[src/rtl/cache_controller_pkg.sv]
// Shared definitions for the direct-mapped write-through cache controller:
// default geometry and the controller FSM state encoding.
package cache_controller_pkg;

  localparam int INDEX_BITS_DEF = 6;
  localparam int TAG_BITS_DEF   = 10;

  typedef enum logic [1:0] {
    IDLE    = 2'd0,
    RD_MISS = 2'd1,
    WR_THRU = 2'd2
  } state_t;

endpackage

[src/rtl/cache_controller_if.sv]
// Bus bundle around the cache controller: the pipeline request side
// (addr/wdata/enables -> rdata/ready) and the SRAM controller side.
//
// Handshake: the requester raises mem_r_en or mem_w_en and holds addr, wdata
// and the enables stable for as long as ready is low. The request completes
// in the cycle where ready is high while an enable is set. On the SRAM side
// the controller holds sram_r_en/sram_w_en (with sram_addr/sram_wdata) until
// the cycle in which sram_ready is high; sram_rdata is valid in that cycle.
interface cache_controller_if;

  logic [31:0] addr;
  logic [31:0] wdata;
  logic        mem_r_en;
  logic        mem_w_en;
  logic [31:0] rdata;
  logic        ready;

  logic [31:0] sram_addr;
  logic [31:0] sram_wdata;
  logic        sram_r_en;
  logic        sram_w_en;
  logic [31:0] sram_rdata;
  logic        sram_ready;

  // Environment view: pipeline requester plus SRAM controller.
  modport master (
    output addr, wdata, mem_r_en, mem_w_en, sram_rdata, sram_ready,
    input  rdata, ready, sram_addr, sram_wdata, sram_r_en, sram_w_en
  );

  // Cache controller view.
  modport slave (
    input  addr, wdata, mem_r_en, mem_w_en, sram_rdata, sram_ready,
    output rdata, ready, sram_addr, sram_wdata, sram_r_en, sram_w_en
  );

endinterface

[src/rtl/cache_controller_cache_array.sv]
// Line storage for the direct-mapped cache: valid bits (reset), tags and
// one-word data (not reset). One synchronous write port, asynchronous read.
module cache_array #(
  parameter int INDEX_BITS = 6,
  parameter int TAG_BITS   = 10
) (
  input  logic                  clk,
  input  logic                  rst,
  input  logic [INDEX_BITS-1:0] rd_idx,
  output logic                  rd_valid,
  output logic [TAG_BITS-1:0]   rd_tag,
  output logic [31:0]           rd_data,
  input  logic                  we,
  input  logic [INDEX_BITS-1:0] wr_idx,
  input  logic [TAG_BITS-1:0]   wr_tag,
  input  logic [31:0]           wr_data
);

  localparam int LINES = 1 << INDEX_BITS;

  logic [LINES-1:0]    valid_q;
  logic [TAG_BITS-1:0] tag_mem  [LINES];
  logic [31:0]         data_mem [LINES];

  // Valid bits clear on reset; any write makes the line valid.
  always_ff @(posedge clk or posedge rst) begin
    if (rst) begin
      valid_q <= '0;
    end else if (we) begin
      valid_q[wr_idx] <= 1'b1;
    end
  end

  // Tag and data storage, no reset needed since valid gates their use.
  always_ff @(posedge clk) begin
    if (we) begin
      tag_mem[wr_idx]  <= wr_tag;
      data_mem[wr_idx] <= wr_data;
    end
  end

  assign rd_valid = valid_q[rd_idx];
  assign rd_tag   = tag_mem[rd_idx];
  assign rd_data  = data_mem[rd_idx];

endmodule

[src/rtl/cache_controller.sv]
// Direct-mapped, write-through, no-write-allocate cache in front of an SRAM
// controller. Requests are sampled live from the bus (the requester holds
// them while ready is low), so there is no internal request register.
module cache_controller
  import cache_controller_pkg::*;
#(
  parameter int INDEX_BITS = INDEX_BITS_DEF,
  parameter int TAG_BITS   = TAG_BITS_DEF
) (
  input  logic   clk,
  input  logic   rst,
  cache_controller_if.slave bus,
  output state_t fsm_state
);

  state_t state_q, state_d;

  logic [INDEX_BITS-1:0] req_idx;
  logic [TAG_BITS-1:0]   req_tag;
  logic                  line_valid;
  logic [TAG_BITS-1:0]   line_tag;
  logic [31:0]           line_data;
  logic                  hit;
  logic                  load_req;

  logic                  arr_we;
  logic [31:0]           arr_wdata;

  logic [31:0]           rdata_c;
  logic                  ready_c;
  logic                  sram_r_en_c;
  logic                  sram_w_en_c;

  // Byte-offset bits and bits above the tag take no part in lookup; tags
  // therefore alias for addresses that differ only above the tag field.
  logic unused_addr_bits;
  assign unused_addr_bits = ^{bus.addr[31:2+INDEX_BITS+TAG_BITS], bus.addr[1:0]};

  assign req_idx  = bus.addr[2 +: INDEX_BITS];
  assign req_tag  = bus.addr[2+INDEX_BITS +: TAG_BITS];
  assign hit      = line_valid && (line_tag == req_tag);
  // A simultaneous read and write is handled as a write.
  assign load_req = bus.mem_r_en && !bus.mem_w_en;

  // Fill data comes from SRAM on a read miss, otherwise from the store.
  assign arr_wdata = (state_q == RD_MISS) ? bus.sram_rdata : bus.wdata;

  cache_array #(
    .INDEX_BITS (INDEX_BITS),
    .TAG_BITS   (TAG_BITS)
  ) u_array (
    .clk      (clk),
    .rst      (rst),
    .rd_idx   (req_idx),
    .rd_valid (line_valid),
    .rd_tag   (line_tag),
    .rd_data  (line_data),
    .we       (arr_we),
    .wr_idx   (req_idx),
    .wr_tag   (req_tag),
    .wr_data  (arr_wdata)
  );

  // FSM state register; reset abandons any outstanding SRAM access.
  always_ff @(posedge clk or posedge rst) begin
    if (rst) begin
      state_q <= IDLE;
    end else begin
      state_q <= state_d;
    end
  end

  // Next state, handshake outputs and cache write enable.
  always_comb begin
    state_d     = state_q;
    ready_c     = 1'b1;
    rdata_c     = 32'h0;
    sram_r_en_c = 1'b0;
    sram_w_en_c = 1'b0;
    arr_we      = 1'b0;
    case (state_q)
      IDLE: begin
        if (bus.mem_w_en) begin
          ready_c = 1'b0;
          state_d = WR_THRU;
          arr_we  = hit;          // update on hit, never allocate
        end else if (bus.mem_r_en) begin
          if (hit) begin
            rdata_c = line_data;
          end else begin
            ready_c = 1'b0;
            state_d = RD_MISS;
          end
        end
      end
      RD_MISS: begin
        sram_r_en_c = 1'b1;
        if (bus.sram_ready) begin
          state_d = IDLE;
          // A read that was dropped meanwhile returns nothing and fills nothing.
          if (load_req) begin
            rdata_c = bus.sram_rdata;
            arr_we  = 1'b1;
          end
        end else begin
          ready_c = 1'b0;
        end
      end
      WR_THRU: begin
        sram_w_en_c = 1'b1;
        ready_c     = bus.sram_ready;
        if (bus.sram_ready) begin
          state_d = IDLE;
        end
      end
      default: begin
        state_d = IDLE;
      end
    endcase
    // Reset takes effect on the outputs immediately, not at the next edge.
    if (rst) begin
      ready_c     = 1'b1;
      rdata_c     = 32'h0;
      sram_r_en_c = 1'b0;
      sram_w_en_c = 1'b0;
      arr_we      = 1'b0;
    end
  end

  assign bus.rdata      = rdata_c;
  assign bus.ready      = ready_c;
  assign bus.sram_r_en  = sram_r_en_c;
  assign bus.sram_w_en  = sram_w_en_c;
  assign bus.sram_addr  = bus.addr;
  assign bus.sram_wdata = bus.wdata;
  assign fsm_state      = state_q;

endmodule

[src/flat_wrapper.sv]
// flat-port wrapper written by rule: the top's interface ports become plain ports
module cache_controller_flat import cache_controller_pkg::*;
#(
  parameter int INDEX_BITS = INDEX_BITS_DEF,
  parameter int TAG_BITS   = TAG_BITS_DEF
)
  (clk, rst, fsm_state, bus_addr, bus_wdata, bus_mem_r_en, bus_mem_w_en, bus_sram_rdata, bus_sram_ready, bus_rdata, bus_ready, bus_sram_addr, bus_sram_wdata, bus_sram_r_en, bus_sram_w_en);
  cache_controller_if bus_i ();
  input  logic clk;
  input  logic rst;
  output state_t fsm_state;
  input wire logic [$bits(bus_i.addr)-1:0] bus_addr;
  input wire logic [$bits(bus_i.wdata)-1:0] bus_wdata;
  input wire logic [$bits(bus_i.mem_r_en)-1:0] bus_mem_r_en;
  input wire logic [$bits(bus_i.mem_w_en)-1:0] bus_mem_w_en;
  input wire logic [$bits(bus_i.sram_rdata)-1:0] bus_sram_rdata;
  input wire logic [$bits(bus_i.sram_ready)-1:0] bus_sram_ready;
  output wire logic [$bits(bus_i.rdata)-1:0] bus_rdata;
  output wire logic [$bits(bus_i.ready)-1:0] bus_ready;
  output wire logic [$bits(bus_i.sram_addr)-1:0] bus_sram_addr;
  output wire logic [$bits(bus_i.sram_wdata)-1:0] bus_sram_wdata;
  output wire logic [$bits(bus_i.sram_r_en)-1:0] bus_sram_r_en;
  output wire logic [$bits(bus_i.sram_w_en)-1:0] bus_sram_w_en;
  assign bus_i.addr = bus_addr;
  assign bus_i.wdata = bus_wdata;
  assign bus_i.mem_r_en = bus_mem_r_en;
  assign bus_i.mem_w_en = bus_mem_w_en;
  assign bus_i.sram_rdata = bus_sram_rdata;
  assign bus_i.sram_ready = bus_sram_ready;
  assign bus_rdata = bus_i.rdata;
  assign bus_ready = bus_i.ready;
  assign bus_sram_addr = bus_i.sram_addr;
  assign bus_sram_wdata = bus_i.sram_wdata;
  assign bus_sram_r_en = bus_i.sram_r_en;
  assign bus_sram_w_en = bus_i.sram_w_en;
  cache_controller #(.INDEX_BITS(INDEX_BITS), .TAG_BITS(TAG_BITS)) u_core (.clk(clk), .rst(rst), .bus(bus_i), .fsm_state(fsm_state));
endmodule
[config.mk]
export PLATFORM = sky130hd
export DESIGN_NAME = cache_controller_flat
export DESIGN_NICKNAME = d
export VERILOG_FILES = /design/src/rtl/cache_controller_pkg.sv /design/src/rtl/cache_controller_if.sv /design/src/rtl/cache_controller_cache_array.sv /design/src/rtl/cache_controller.sv /design/src/flat_wrapper.sv
export SDC_FILE = /design/constraint.sdc
export NUM_CORES = 2
export LEC_CHECK = 0
export BUFFER_PORTS_ARGS = -buffer_cell sky130_fd_sc_hd__buf_2
export CORE_UTILIZATION = 40
export CTS_BUF_LIST = sky130_fd_sc_hd__clkbuf_8
export DETAILED_ROUTE_END_ITERATION = 8
export PLACE_DENSITY_LB_ADDON = 0.3
export SYNTH_ARGS = -nofsm -noshare
export SYNTH_HDL_FRONTEND = slang
export SYNTH_SLANG_ARGS = --single-unit
[constraint.sdc]
create_clock -name clk -period 12.6 [get_ports clk]
set_input_delay 1.26 -clock clk [delete_from_list [all_inputs] [get_ports clk]]
set_output_delay 1.26 -clock clk [all_outputs]
set_load 0.02 [all_outputs]
==> Word-level counts from Yosys, hierarchy flattened <==
Memory sizes are Yosys's and may differ from the RTL's.
Cells that the tools add are included.
{ "word_totals": {"register_bits": 66, "ramBits": 2688, "input_bits": 101, "out_inout_bits": 101, "elab_cells": 54, "n_memories": 2} }
{ "op_classes": {"magnitude_cmp": 2, "n_eq_ne": 6, "n_mux": 34, "bitwise_logic": 1, "n_reduce_logical": 7} }
{ "memory_table": {"columns": ["memory", "words", "width", "rd", "rd_ports_with_merged_regs", "wr", "line_no", "rtl"], "rows": [
  ["u_core.u_array.data_mem", 64, 32, 1, 0, 1, "cache_controller_cache_array.sv:23", "logic [31:0] data_mem [LINES];"],
  ["u_core.u_array.tag_mem", 64, 10, 1, 0, 1, "cache_controller_cache_array.sv:22", "logic [TAG_BITS-1:0] tag_mem [LINES];"]
]} }
{ "op_table": {"columns": ["op", "n"], "rows": [
  ["$mux W32", 7],
  ["$or A64 B64 Y64", 1],
  ["$pmux W32 S2", 1],
  ["$mux W1", 17],
  ["$eq A10 B10 Y1", 1],
  ["$mux W2", 4],
  ["$lt A6 B7 Y1 const B", 1],
  ["$bmux W1 S6", 1],
  ["$demux W1 S6", 1],
  ["$ge A6 B1 Y1 const B", 1],
  ["$ne A3 B3 Y1 const B", 2],
  ["$pmux W2 S2", 1],
  ["$logic_and A1 B1 Y1", 3],
  ["$pmux W1 S3", 1],
  ["$reduce_and A3 Y1", 1],
  ["$eq A2 B1 Y1 const B", 1],
  ["$eq A2 B2 Y1 const B", 1],
  ["$logic_not A2 Y1", 1],
  ["$ne A2 B1 Y1 const B", 1],
  ["$pmux W1 S2", 1],
  ["$reduce_or A2 Y1", 1],
  ["$logic_not A1 Y1", 1]
]} }

==> Longest topological paths before layout <==
{ "logic_depth": {"depth_word": 8, "ltp_mapped": 17, "mapped_depth_nobuf": 9} }

==> Modules after synthesis <==
A second synthesis with hierarchy kept.
{ "hier_totals": {"hier_cells": 4643, "hier_area_um2": 105839.0} }
{ "modules_own_cells": {"columns": ["mod", "instances", "cells_each", "area_per_inst_um2", "seq_area_each_um2"], "rows": [
  ["cache_array", 1, 4459, 104139.9, 82319.0],
  ["cache_controller", 1, 184, 1699.1, 50.0]
]} }

==> Least setup slack after synthesis <==
Ideal clock, no wire load.
{ "synth_timing": {"path_type": "input to register", "start": "input bus_addr[2]", "end": "memory u_core.u_array.data_mem[20][0], enable pin", "setup_ns": 0.493, "arrival_time_ns": 6.796, "required_time_ns": 12.107, "path_slack_ns": 5.311, "path_stages": 12, "path_buffers": 4, "cell_sequence": "buf_4 -> buf_6 -> buf_2 -> mux4_2 -> a22oi_1 -> a22oi_1 -> or3_1 -> a2111oi_2 -> nor4b_4 -> a21oi_1 -> clkbuf_1 -> nor3_1"} }
{ "synth_between": {"elab_chain_len": 8, "word_cells_on_any_way": 10, "cone_classes": "1 x eq/ne; 7 x mux; 1 x reduce/logical; 1 x memory"} }
{ "synth_rtl": {"columns": ["item", "line_no", "rtl"], "rows": [
  ["from (decl)", "flat_wrapper.sv:12", "input wire logic [$bits(bus_i.addr)-1:0] bus_addr;"],
  ["$mem_v2 Z64 W10 / $bmux W1 S6 (equally long branches)", null, null],
  ["$eq A10 B10 Y1 / $mux W1 (equally long branches)", "cache_controller.sv:41, cache_controller_cache_array.sv:42", null],
  ["$logic_and A1 B1 Y1", "cache_controller.sv:41", "assign hit = line_valid && (line_tag == req_tag);"],
  ["$mux W1", "cache_controller.sv:83", "if (bus.mem_w_en) begin"],
  ["$pmux W1 S2", "cache_controller.sv:81", "case (state_q)"],
  ["$mux W1", "cache_controller.sv:121", "if (rst) begin"],
  ["$mux W1", "cache_controller_cache_array.sv:36", "if (we) begin"],
  ["$mux W1 (implied by the code)", "cache_controller_cache_array.sv:38", "data_mem[wr_idx] <= wr_data;"],
  ["to (decl)", "cache_controller_cache_array.sv:23", null]
]} }
Parallel ways exist; a longest one is shown, timed or not. The select of a mux whose other input is x is not followed.

==> Worst setup path after layout <==
{ "layout_timing": {"start": "input bus_addr[7]", "end": "output bus_rdata[5]"} }
{ "layout_between": {"elab_chain_len": 8, "word_cells_on_any_way": 11, "cone_classes": "1 x eq/ne; 7 x mux; 1 x reduce/logical; 2 x memory"} }
{ "layout_rtl": {"columns": ["item", "line_no", "rtl"], "rows": [
  ["$mem_v2 Z64 W10 / $bmux W1 S6 (equally long branches)", null, null],
  ["$eq A10 B10 Y1 / $mux W1 (equally long branches)", "cache_controller.sv:41, cache_controller_cache_array.sv:42", null],
  ["$logic_and A1 B1 Y1", "cache_controller.sv:41", null],
  ["$mux W32 *", "cache_controller.sv:88", "if (hit) begin"],
  ["$mux W32 *", "cache_controller.sv:87", "end else if (bus.mem_r_en) begin"],
  ["$mux W32 *", "cache_controller.sv:83", null],
  ["$pmux W32 S2 *", "cache_controller.sv:81", null],
  ["$mux W32 *", "cache_controller.sv:121", null],
  ["to (decl)", "flat_wrapper.sv:18", "output wire logic [$bits(bus_i.rdata)-1:0] bus_rdata;"]
]} }
Mark *: on every way between the ends. The rest lies on a longest branch, timed or not. The select of a mux whose other input is x is not followed.

==> flow_summary_export.csv <==
group,metric,value,unit
routing,ant_nets,0,
floorplanning,fp.dieH,509,um
routing,vias,63075,
clocking,cts_buffers,429,
place,dp_hpwl,187,mm
place,gp_routability_congestion,0.854,
sta,worstMarginPinSlew,1530,ps
floorplanning,die_w,509,um
setup_path,critPathLaunchType,"input pin",
floorplanning,core,255000,sq um
sta,fin_ws,4310,ps
sta,rsz0062_at_grt,"no",
sta,fin_crit,8290,ps
grt,grt_max_degree,104,
clocking,cts_sinks,2754,
yosys,yosysTopAreaCell,"edfxtp_1",
power_and_ir_drop,power.density,166,nW/um^2
grt,grt_usage,26.9,%
sta,setup-violations-final,0,
yosys,synth_fp_nets,5797,
grt,grtUsageMet1,35.2,%
power_and_ir_drop,design_power_total,19.3,mW
yosys,synth_ff_type,"edfxtp_1",
yosys,synth_area_leaders,"edfxtp_1 (78%), o22ai_1 (5.2%), mux4_2 (1.8%)",
floorplanning,rows,185,
routing,drt_iter0_markers,9901,
grt,grt_pass1_vias,59773,
layout,multi_input_area,18900,sq um
clocking,clock_path_buffers,4,
yosys,synth_edf_count,2688,
routing,drt-pass1-iter-count,8,
yosys,async_flop_share,2.40,%
sta,maxSlewHeadroom,-2.90,%
setup_path,crit_path_end_kind,"output port",
grt,antenna_found_initial,4,
layout,fillerInstances,21805,
layout,drive_gt1_share,19.8,%
clocking,tritoncts,"yes",
grt,grt_pass1_wl,483,mm
sta,setup_tns,0,ps
layout,syn2layout_area_growth,12.8,%
yosys,yosysWarnings,0,
yosys,syn_area_per_cell,18.1,sq um
clocking,clockRootBuffer,"clkbuf_8",
clocking,cts_setup_buffers,0,
place,dp_slack,4350,ps
layout,ff_latch_area,82400,sq um
sta,max_freq,121,MHz
setup_path,cp.arrival,7030,ps
clocking,insertion_delay,1160,ps
setup_path,r2r_cells,11,
setup_path,cp.required,11340,ps
sta,slew_violations,2,
clocking,htree_levels,5,
power_and_ir_drop,combPwrFrac,9.1,%
grt,overflow,0,
sta,finalHoldViolations,0,
setup_path,critPathKind,"in2out",
routing,drc,0,
power_and_ir_drop,p_sw_share,25.1,%
floorplanning,start_util,40.4,%
yosys,synth_top_area_share,78.4,%
clocking,cts.hold.buffers_added,0,
status,run_status,"finished, violations left",
sta,min_period_over_period,65.8,%
grt,grtUsageMet3,5.87,%
clocking,clk_pin_slew,60,ps
setup_path,cp_max_fo,33,
power_and_ir_drop,p_seq_share,55.7,%
place,numPortBuffers,169,
routing,vias_per_cell,6.46,
status,violations,"capacitance limit, slew limit",
clocking,cts-resized-gates,0,
layout,fin_nets,6194,
run,drv_cap,1,
yosys,syn_area,103000,sq um
yosys,synth.distinct_cells,80,
grt,met2_usage,42.7,%
floorplanning,io_pins,202,
power_and_ir_drop,power_frac_clock,35.2,%
power_and_ir_drop,leakage,37.6,nW
worst_hold_path,hold_path_class,"in2async",
routing,wl,357,mm
grt,grt-busiest-layer,"met2",
sta,skew,100,ps
power_and_ir_drop,intPower,14.4,mW
yosys,netlist_instances,5692,
yosys,ys_seq_area_share,80.0,%
floorplanning,die-area,259000,sq um
yosys,ys_ff_latch,2754,
power_and_ir_drop,ir_drop,0.118,mV
power_and_ir_drop,p_sw,4.84,mW
routing,wl_per_cell,36.5,um
-- through the flow --
step                hold slack, ps  area [sq um]  std cells  utilization [%]
floorplan                      424        103000       5692                -
global placement               443        109000       9023             42.6
detailed placement             449        109000       9023             42.6
CTS                            396        116000       9760             45.5
global route                   479        116000       9762             45.5
finish                         438        116000       9764             45.5
-- layer usage --
layer	up-vias	routed length (um)
met4	4	18600
met2	4717	166000
li1	24650	-
met5	-	27
met3	868	41700
met1	32836	131000
-- layout make-up --
class | instances | share of cell area, %
diodes | 3 | 0.00646
clock inverters | 296 | 1.20
flip-flops and latches | 2754 | 70.9
clock buffers | 441 | 5.23
well taps | 3366 | 3.63
repair buffers | 425 | 2.59
multi-input cells | 2432 | 16.3
inverters | 47 | 0.152
-- path summary, 6_finish.rpt --
check                                              start                        endpoint  slack, ps
min reg2reg                   u_core.u_array.valid_q[52]      u_core.u_array.valid_q[52]        460
max reg2reg                u_core.u_array.tag_mem[34][7]  u_core.u_array.data_mem[22][8]       6880
min in group clk              u_core.u_array.valid_q[52]      u_core.u_array.valid_q[52]        460
min                                                  rst             u_core.fsm_state[1]        440
max                                          bus_addr[7]                    bus_rdata[5]       4310
max in group asynchronous                            rst      u_core.u_array.valid_q[25]      11500
-- flip-flops by register name, indices dropped and copies added, names as in the netlist --
register,cells
u_core.u_array.data_mem,2048
u_core.fsm_state,2
u_core.u_array.valid_q,64
u_core.u_array.tag_mem,640
-- power groups by stage --
| stage | logic, mW | registers (mW) | clock network, mW |
|---|---|---|---|
| floorplan | 0.843 | 11.1 | 0 |
| global placement | 1.66 | 10.9 | 0 |
| detailed placement | 1.70 | 10.9 | 0 |
| CTS | 1.71 | 10.7 | 6.83 |
| global route | 1.81 | 10.7 | 7.18 |
| finish | 1.75 | 10.7 | 6.79 |
-- logic make-up (layout without fill, tap and decap cells) --
group           after synthesis  after routing  share of synthesized area (%)
compound gates             1506           1506                           10.1
xor+xnor                      6              6                         0.0510
fa+ha+maj                     4              4                         0.0486
buf+inv                     506           1209                           2.46
flops                      2754           2754                           80.0
mux                         305            305                           4.04
other cells                   0              3                              0
simple gates                611            611                           3.29
-- Yosys cell counts (all sizes together) (5+ instances only) --
cell    instances
buf           326
clkbuf        133
o31ai          27
or4            20
o22ai         849
a22o            6
or3             5
o22a           79
nand3b          6
o32ai          34
edfxtp       2688
a211oi         18
inv            46
and2           10
a221oi         34
nand2b          6
nor2b          10
mux2i         166
nand3          14
o2111a          5
and3b           6
a21oi          72
nand2         117
nor4          112
o21ai          82
a31o           63
mux4           83
a221o           8
nor2           96
o41ai           9
o221ai        136
dfrtp          66
nand4           9
nor3b           8
nor3          156
a31oi           8
a22oi          38
and3            9
mux2           56
-- critical path, cell delays in order --
cell	delay (ps)
buf_4	400
buf_4	610
or3b_4	520
buf_4	590
o22ai_1	180
a21oi_1	190
a21oi_1	100
or3_1	390
a2111oi_2	570
nor4b_4	580
nand2_2	710
o32ai_1	530
buf_2	230
-- cell usage in the layout (no fill, tap or decap), types with 35 or more instances in the layout --
master and n:
a21oi_1 71, a22oi_1 38, a31o_2 63, buf_2 165, buf_4 241, clkbuf_8 442
clkinv_1 88, clkinv_2 45, dfrtp_1 66, edfxtp_1 2688, inv_1 193, mux2_2 56
mux2i_1 166, mux4_2 83, nand2_1 105, nor2_1 94, nor3_1 91, nor3_2 35
nor4_1 110, o21ai_0 50, o221ai_1 136, o22a_1 79, o22ai_1 849
Note: power is estimated with default switching activity, not from simulation.
